$ cat config.mk
export PLATFORM = sky130hd
export DESIGN_NAME = pwm_ramp_ctrl
export DESIGN_NICKNAME = d
export VERILOG_FILES = /design/src/rtl/pwm_ctrl_pkg.sv /design/src/rtl/pwm_tick_div.sv /design/src/rtl/pwm_ramp_ctrl.sv
export SDC_FILE = /design/constraint.sdc
export NUM_CORES = 1
export LEC_CHECK = 0
export ABC_AREA = 1
export BUFFER_PORTS_ARGS = -buffer_cell sky130_fd_sc_hd__clkbuf_2
export CORE_ASPECT_RATIO = 2
export CORE_MARGIN = 2
export CORE_UTILIZATION = 54
export CTS_CLUSTER_DIAMETER = 80
export DETAILED_ROUTE_END_ITERATION = 8
export MAX_ROUTING_LAYER = met4
export PLACE_DENSITY = 0.84
export SLEW_MARGIN = 20
export SYNTH_ARGS = -nofsm -noshare
export SYNTH_HDL_FRONTEND = slang
export SYNTH_SLANG_ARGS = --single-unit
export TNS_END_PERCENT = 50
$ cat constraint.sdc
create_clock -name clk -period 2.05 [get_ports clk]
set_input_delay 0.41 -clock clk [delete_from_list [all_inputs] [get_ports clk]]
set_output_delay 0.41 -clock clk [all_outputs]
set_load 0.02 [all_outputs]
$ cat src/rtl/pwm_ctrl_pkg.sv
// rtl/pwm_ctrl_pkg.sv - shared state encoding and default constants for the PWM ramp controller
package pwm_ctrl_pkg;

    typedef enum logic [2:0] {
        HOLD      = 3'd0,
        RAMP_UP   = 3'd1,
        RAMP_DOWN = 3'd2,
        ESTOP     = 3'd3
    } ramp_state_e;

    localparam int IDLE_DUTY_DEFAULT = 128;
    // One ramp tick per PWM period, so this must track the PWM generator's period.
    localparam int TICK_DIV_DEFAULT  = 400000;

    function automatic ramp_state_e dir_of(input logic [7:0] duty, input logic [7:0] target);
        if (duty < target) begin
            return RAMP_UP;
        end else if (duty > target) begin
            return RAMP_DOWN;
        end
        return HOLD;
    endfunction

endpackage

$ cat src/rtl/pwm_tick_div.sv
// rtl/pwm_tick_div.sv - free-running divider emitting a one-cycle tick every TICK_DIV cycles
module pwm_tick_div
    import pwm_ctrl_pkg::*;
#(
    parameter int TICK_DIV = TICK_DIV_DEFAULT
) (
    input  logic clk,
    input  logic rst_n,
    output logic tick
);

    localparam int CW = (TICK_DIV > 1) ? $clog2(TICK_DIV) : 1;
    localparam logic [CW-1:0] LAST = CW'(TICK_DIV - 1);

    logic [CW-1:0] cnt_q, cnt_d;

    assign tick = (cnt_q == LAST);

    always_comb begin
        cnt_d = tick ? '0 : cnt_q + CW'(1);
    end

    always_ff @(posedge clk) begin
        if (!rst_n) begin
            cnt_q <= '0;
        end else begin
            cnt_q <= cnt_d;
        end
    end

endmodule

$ cat src/rtl/pwm_ramp_ctrl.sv
// rtl/pwm_ramp_ctrl.sv - slew-limited duty controller with estop; PWM_RAMP_WDOG_EN adds a command watchdog
module pwm_ramp_ctrl
    import pwm_ctrl_pkg::*;
#(
    parameter int TICK_DIV   = TICK_DIV_DEFAULT,
    parameter int STEP       = 4,
    parameter int IDLE_DUTY  = IDLE_DUTY_DEFAULT,
    parameter int WDOG_TICKS = 50
) (
    input  logic       clk,
    input  logic       rst_n,
    input  logic       cmd_valid,
    input  logic [7:0] cmd_duty,
    output logic       cmd_ready,
    input  logic       estop,
    input  logic       estop_clr,
    output logic [7:0] duty,
    output logic       busy,
    output logic       wdog_expired,
    output logic [2:0] state
);

    localparam logic [7:0] IDLE8 = 8'(IDLE_DUTY);
    localparam logic [7:0] STEP8 = 8'(STEP);
    localparam logic [8:0] STEP9 = 9'(STEP);

    ramp_state_e state_q, state_d;
    logic [7:0]  duty_q, duty_d;
    logic [7:0]  target_q, target_d;
    logic        busy_q, busy_d;
    logic        tick;
    logic        accept;
    logic        wdog_fire;
    logic [7:0]  step_val;
    logic [8:0]  up_sum;
    logic [8:0]  dn_floor;

    pwm_tick_div #(
        .TICK_DIV(TICK_DIV)
    ) u_tick_div (
        .clk  (clk),
        .rst_n(rst_n),
        .tick (tick)
    );

    assign cmd_ready = (state_q != ESTOP) && !estop;
    assign accept    = cmd_valid && cmd_ready;

    // Step direction follows the registers, not the lagging state, so a
    // retarget can never make a stale direction snap past the new target.
    always_comb begin
        up_sum   = {1'b0, duty_q} + STEP9;
        dn_floor = {1'b0, target_q} + STEP9;
        step_val = duty_q;
        if (duty_q < target_q) begin
            step_val = (up_sum >= {1'b0, target_q}) ? target_q : up_sum[7:0];
        end else if (duty_q > target_q) begin
            step_val = ({1'b0, duty_q} <= dn_floor) ? target_q : duty_q - STEP8;
        end
    end

    always_comb begin
        state_d  = state_q;
        duty_d   = duty_q;
        target_d = target_q;
        busy_d   = busy_q;
        if (estop) begin
            state_d  = ESTOP;
            duty_d   = IDLE8;
            target_d = IDLE8;
            busy_d   = 1'b0;
        end else if (state_q == ESTOP) begin
            busy_d = 1'b0;
            if (estop_clr) begin
                state_d = HOLD;
            end
        end else begin
            if (tick) begin
                duty_d = step_val;
            end
            if (accept) begin
                target_d = cmd_duty;
            end else if (wdog_fire) begin
                target_d = IDLE8;
            end
            state_d = dir_of(duty_q, target_q);
            busy_d  = (duty_q != target_q);
        end
    end

    always_ff @(posedge clk) begin
        if (!rst_n) begin
            state_q  <= HOLD;
            duty_q   <= IDLE8;
            target_q <= IDLE8;
            busy_q   <= 1'b0;
        end else begin
            state_q  <= state_d;
            duty_q   <= duty_d;
            target_q <= target_d;
            busy_q   <= busy_d;
        end
    end

`ifdef PWM_RAMP_WDOG_EN
    localparam int WCW = $clog2(WDOG_TICKS + 1);
    localparam logic [WCW-1:0] WMAX = WCW'(WDOG_TICKS);

    logic [WCW-1:0] wcnt_q, wcnt_d;
    logic           wexp_q, wexp_d;

    // Counter saturates at WMAX so the watchdog fires once per silence.
    always_comb begin
        wcnt_d    = wcnt_q;
        wexp_d    = wexp_q;
        wdog_fire = 1'b0;
        if (estop || (state_q == ESTOP)) begin
            wcnt_d = '0;
        end else if (accept) begin
            wcnt_d = '0;
            wexp_d = 1'b0;
        end else if (tick && (wcnt_q != WMAX)) begin
            wcnt_d = wcnt_q + WCW'(1);
            if (wcnt_q == WMAX - WCW'(1)) begin
                wdog_fire = 1'b1;
                wexp_d    = 1'b1;
            end
        end
    end

    always_ff @(posedge clk) begin
        if (!rst_n) begin
            wcnt_q <= '0;
            wexp_q <= 1'b0;
        end else begin
            wcnt_q <= wcnt_d;
            wexp_q <= wexp_d;
        end
    end

    assign wdog_expired = wexp_q;
`else
    assign wdog_fire    = 1'b0;
    assign wdog_expired = 1'b0;
`endif

    assign duty  = duty_q;
    assign busy  = busy_q;
    assign state = state_q;

endmodule

# == After elaboration in Yosys (flattened, before gate mapping) ==
# Index checks and enable logic that the tools add are counted.
# Widths: inputs -> output; s select.
# word_totals
input_bits,13
ff_bits,39
# classes
n_reduce_logical,9
n_bitwise,2
eq_ne,6
n_addsub,4
n_lt_le_gt_ge,4
muxes,14
# ops
cell,count
$mux 8,4
$add 19x1->19 const B,1
$eq 19x19->1 const B,1
$add 8x3->9 const B,2
$mux 3,5
$ge 9x8->1,1
$le 8x9->1,1
$gt 8x8->1,1
$lt 8x8->1,1
$ne 8x8->1,1
$sub 8x3->8 const B,1
$mux 1,4
$reduce_or 2->1,2
$eq 3x2->1 const B,1
$ne 3x2->1 const B,1
$ne 3x3->1 const B,1
$reduce_and 3->1,1
$reduce_or 3->1,1
$logic_and 1x1->1,2
$mux 2,1
$ne 2x2->1 const B,1
$not 1->1,2
$reduce_and 2->1,1
$reduce_bool 2->1,1
$logic_not 1->1,1

# == Longest topological paths before layout ==
# logic_depth
ltp_word,8
mapped_depth,16

# == By module ==
# Synthesis repeated with hierarchy kept, for this count alone.
# unflattened
cells_unflattened,395
hier_area_um2,2808.9
# by_module_without_submodules
mod,seq_area_each_um2,n_inst,cells_each,area_per_inst_um2
pwm_ramp_ctrl,380.4,1,250,1773.0
pwm_tick_div,380.4,1,145,1036.0

# == Least setup slack after synthesis ==
# Ideal clock, no wire load.
# synth_timing
path_type,reg2reg
from,"register duty_q[4], in the netlist duty[4]"
to,"register duty_q[3], in the netlist duty[3]"
setup_ns,0.109
arrival_ns,2.131
path_buffers,1
path_stages_with_launch,17
setup_slack_ns,-0.190
path_cell_list,dfxtp_1 -> buf_2 -> nand3_1 -> nor2_1 -> nand2_1 -> xor2_1 -> inv_1 -> ha_1 -> nand4_1 -> nor3_1 -> nand2_1 -> nand3_1 -> nand2_1 -> nand3_1 -> nand3_1 -> nand2_1 -> inv_1
# synth_between
elab_chain_cells,4
word_cells_on_any_way,11
cone_classes,add/sub: 1; order compare: 4; mux: 4; reduce/logical: 2
# synth_rtl
element,line_no,text
"start, declared",pwm_ramp_ctrl.sv:28,"logic [7:0] duty_q, duty_d;"
"start signal, assigned",pwm_ramp_ctrl.sv:99,duty_q <= duty_d;
$add 8x3->9 / $le 8x9->1 (equally long branches),"pwm_ramp_ctrl.sv:52, pwm_ramp_ctrl.sv:58",
$ge 9x8->1 / $mux 8 (equally long branches),"pwm_ramp_ctrl.sv:56, pwm_ramp_ctrl.sv:58",
"$mux 8, on equally long branches","pwm_ramp_ctrl.sv:56, pwm_ramp_ctrl.sv:57",
$mux 8,pwm_ramp_ctrl.sv:55,if (duty_q < target_q) begin
# Several ways; a longest one is shown, not always the timed one. The select of a mux whose other input is x is not followed.
# A chain may end at the register's enable or synchronous reset.

# == Final worst setup path ==
# layout_timing
from,register target_q[3]
to,"register duty_q[4], in the netlist duty[4]"
# layout_between
elab_chain_cells,5
word_cells_on_any_way,11
cone_classes,add/sub: 1; order compare: 4; mux: 4; reduce/logical: 2
# layout_rtl
element,line_no,text
"start, declared",pwm_ramp_ctrl.sv:29,"logic [7:0] target_q, target_d;"
"start signal, assigned",pwm_ramp_ctrl.sv:100,target_q <= target_d;
$add 8x3->9,pwm_ramp_ctrl.sv:53,"dn_floor = {1'b0, target_q} + STEP9;"
$le 8x9->1,pwm_ramp_ctrl.sv:58,"step_val = ({1'b0, duty_q} <= dn_floor) ? target_q : duty_q - STEP8;"
$mux 8,pwm_ramp_ctrl.sv:58,
$mux 8,pwm_ramp_ctrl.sv:57,end else if (duty_q > target_q) begin
$mux 8,pwm_ramp_ctrl.sv:55,
# Several ways; a longest one is shown, not always the timed one. The select of a mux whose other input is x is not followed.

==> flow_metrics.tcl <==
set metrics [dict create \
    area_growth_pct 27.57 \
    wl_per_cell_um 15.42 \
    violations "negative setup slack" \
    start_util_pct 55.05 \
    totalWireLength_mm 8.098 \
    synthArstFlopShare_pct 0 \
    drt_pre_antenna_iters 5 \
    core_region_area_mm2 0.005046 \
    port_buffers 24 \
    place_hpwl_mm 5.385 \
    cts.htree.levels 2 \
    fin_util_pct 70.22 \
    n_antenna_cell 0 \
    min_period_ns 2.268 \
    cts_sinks 38 \
    cts_buffers 5 \
    leakagePower_uw 0.001693 \
    setup_viol 8 \
    setup_tns_ns -1.192 \
    synth.avg_cell_area_um2 6.892 \
    yosysUniqueCellTypes 42 \
    path_clk_slew_ns 0.09 \
    synth_seq_cells 38 \
    crit_arrival_ns 2.47 \
    synth_common_cells "nand2_1 (78), nor2_1 (56), inv_1 (54), dfxtp_1 (38), nand3_1 (35)" \
    rsz0062_at_grt "yes" \
    drive_above_1_share_pct 28.69 \
    grt_pass1_vias 2813 \
    grt_start_max_net_pins 15 \
    cp.required_ns 2.25 \
    syn-cell-area_mm2 0.002778 \
    antenna_found_initial 0 \
    cts_tree "done" \
    overflow 0 \
    via_count 2908 \
    dieArea_mm2 0.005769 \
    place_ws_ns -0.1964 \
    ys.flop_type "dfxtp_1" \
    synth_seq_area_share_pct 27.39 \
    die_y_um 105.4 \
    gp_congestion 0.9824 \
    drt_iter0_markers 151 \
    nets 503 \
    power.density_mw_per_mm2 458.1 \
    yosysMostFrequentCell "nand2_1" \
    ir_drop_mv 0.4687 \
    num_io_pins 27 \
    rows 37 \
    netlist.area_leader.share_pct 27.39 \
    grt_use_total_pct 29.99 \
    crit_fanout 7 \
    max_freq_mhz 441.0 \
    synth_area_leaders "dfxtp_1 (27%), ha_1 (11%), nand2_1 (11%)" \
    root_buffer "clkbuf_8" \
    drc 0 \
    drv_slew 0 \
    placed_area_mm2 0.003153 \
    cp-end-kind "flop" \
    cap_violations 0 \
    skew_ns 0.01069 \
    die_w_um 54.72 \
    worstSetupPathType "flop to flop" \
    hold_buffers 0 \
    status "complete, but fails checks" \
    fin_crit_sh_pct 110.6 \
    finalPower_uw 1623 \
    ant_nets 0 \
    synth_cells 403 \
    yosys_warnings 0 \
    setup_ws_ns -0.2176 \
    cts_buffer_depth 2 \
    yosys.area.top_type "dfxtp_1" \
    clkLatencyLatePin_ns 0.30 \
    cp-start-kind "flop" \
    grt_pass1_wl_mm 12.68 \
    design_area_mm2 0.003543 \
    hp-class "input port to flop" \
    finalHoldViolCount 0 \
    vias_per_cell 5.539 \
    synth_edf_count 0 \
]
## final cells by class
type                            count  area, µm²
Multi-Input combinational cell    302       1952
Fill cell                         395       1503
Sequential cell                    38      783.3
Timing Repair Buffer               62      425.4
Inverter                           57      216.5
Clock buffer                        6      82.58
Tap cell                           58      72.57
Clock inverter                      2      11.26
## worst max-delay path, cell delays in order, from the launching register on
cell,delay (ns)
dfxtp_4,0.38
ha_4,0.16
nand3_1,0.11
xor2_1,0.17
ha_1,0.30
a21o_1,0.19
a21oi_2,0.18
nand2_2,0.12
nand3_4,0.16
nor2_4,0.05
nor2_2,0.13
nand2_1,0.07
nor2_1,0.11
nor2_1,0.05
## what timing repair did
| action | 4_1_cts | 5_1_grt |
|---|---|---|
| pin swaps | 19 | 16 |
| gates resized for setup | 32 | 16 |
| setup endpoints to repair | 8 | 8 |
| setup buffers | 5 | 5 |
## stage by stage
stage / hold WS, ns / instances
after floorplan: 0.4175 / 404
after global placement: 0.4300 / 508
after detailed placement: 0.4383 / 508
after CTS: 0.3388 / 520
after global routing: 0.3561 / 525
final: 0.3404 / 525
## registers in the layout, indices dropped and copies added (netlist names)
name	count
busy	1
u_tick_div.cnt_q	19
duty	8
target_q	8
state	2
## cell families after synthesis
kind of cell | Yosys count | synth area share [%]
xor+xnor | 15 | 4.730
flops | 38 | 27.39
simple gates | 213 | 37.48
fa+ha+maj | 24 | 10.81
other cells | 1 | 0.1350
compound gates | 48 | 9.910
buf+inv | 64 | 9.549
## placed cells by master (no fill, tap or decap), types with 3 or more instances in the layout
master,count
buf_4,35
nor3_2,4
nand3_4,5
nand2_1,73
a21oi_2,3
xor2_1,11
clkbuf_2,24
nor2_4,4
o21ai_0,8
dfxtp_2,3
nand3_2,3
nand4_1,7
inv_1,52
nand3_1,31
ha_1,19
nor3_1,10
a21oi_1,25
inv_2,3
clkbuf_8,6
dfxtp_4,5
ha_4,5
nor2_1,51
nor3_4,3
dfxtp_1,30
nand2_2,10
## where the power goes
part / switching, µW / internal [µW]
clock network: 290 / 272
registers: 14.1 / 748
logic: 191 / 108
total: 495 / 1130
## worst paths after layout
| kind | startpoint | to | slack, ns | depth (start not counted) |
|---|---|---|---|---|
| worst max register to register | target_q[3] | duty[4] | -0.22 | 13 |
| worst max-delay path | target_q[3] | duty[4] | -0.22 | 13 |
| worst min-delay path | cmd_duty[0] | target_q[0] | 0.34 | 3 |
| worst min register to register | u_tick_div.cnt_q[0] | u_tick_div.cnt_q[0] | 0.45 | 1 |
## routing by layer
metal / vias to the layer above / GRT usage [%] / routed length (µm)
li1: 1431 / - / -
met1: 1295 / 35.39 / 3021
met2: 147 / 45.83 / 4154
met3: 35 / 5.524 / 574
met4: 0 / 16.79 / 348
met5: - / - / 0
Note: power is estimated with default switching activity, not from simulation.
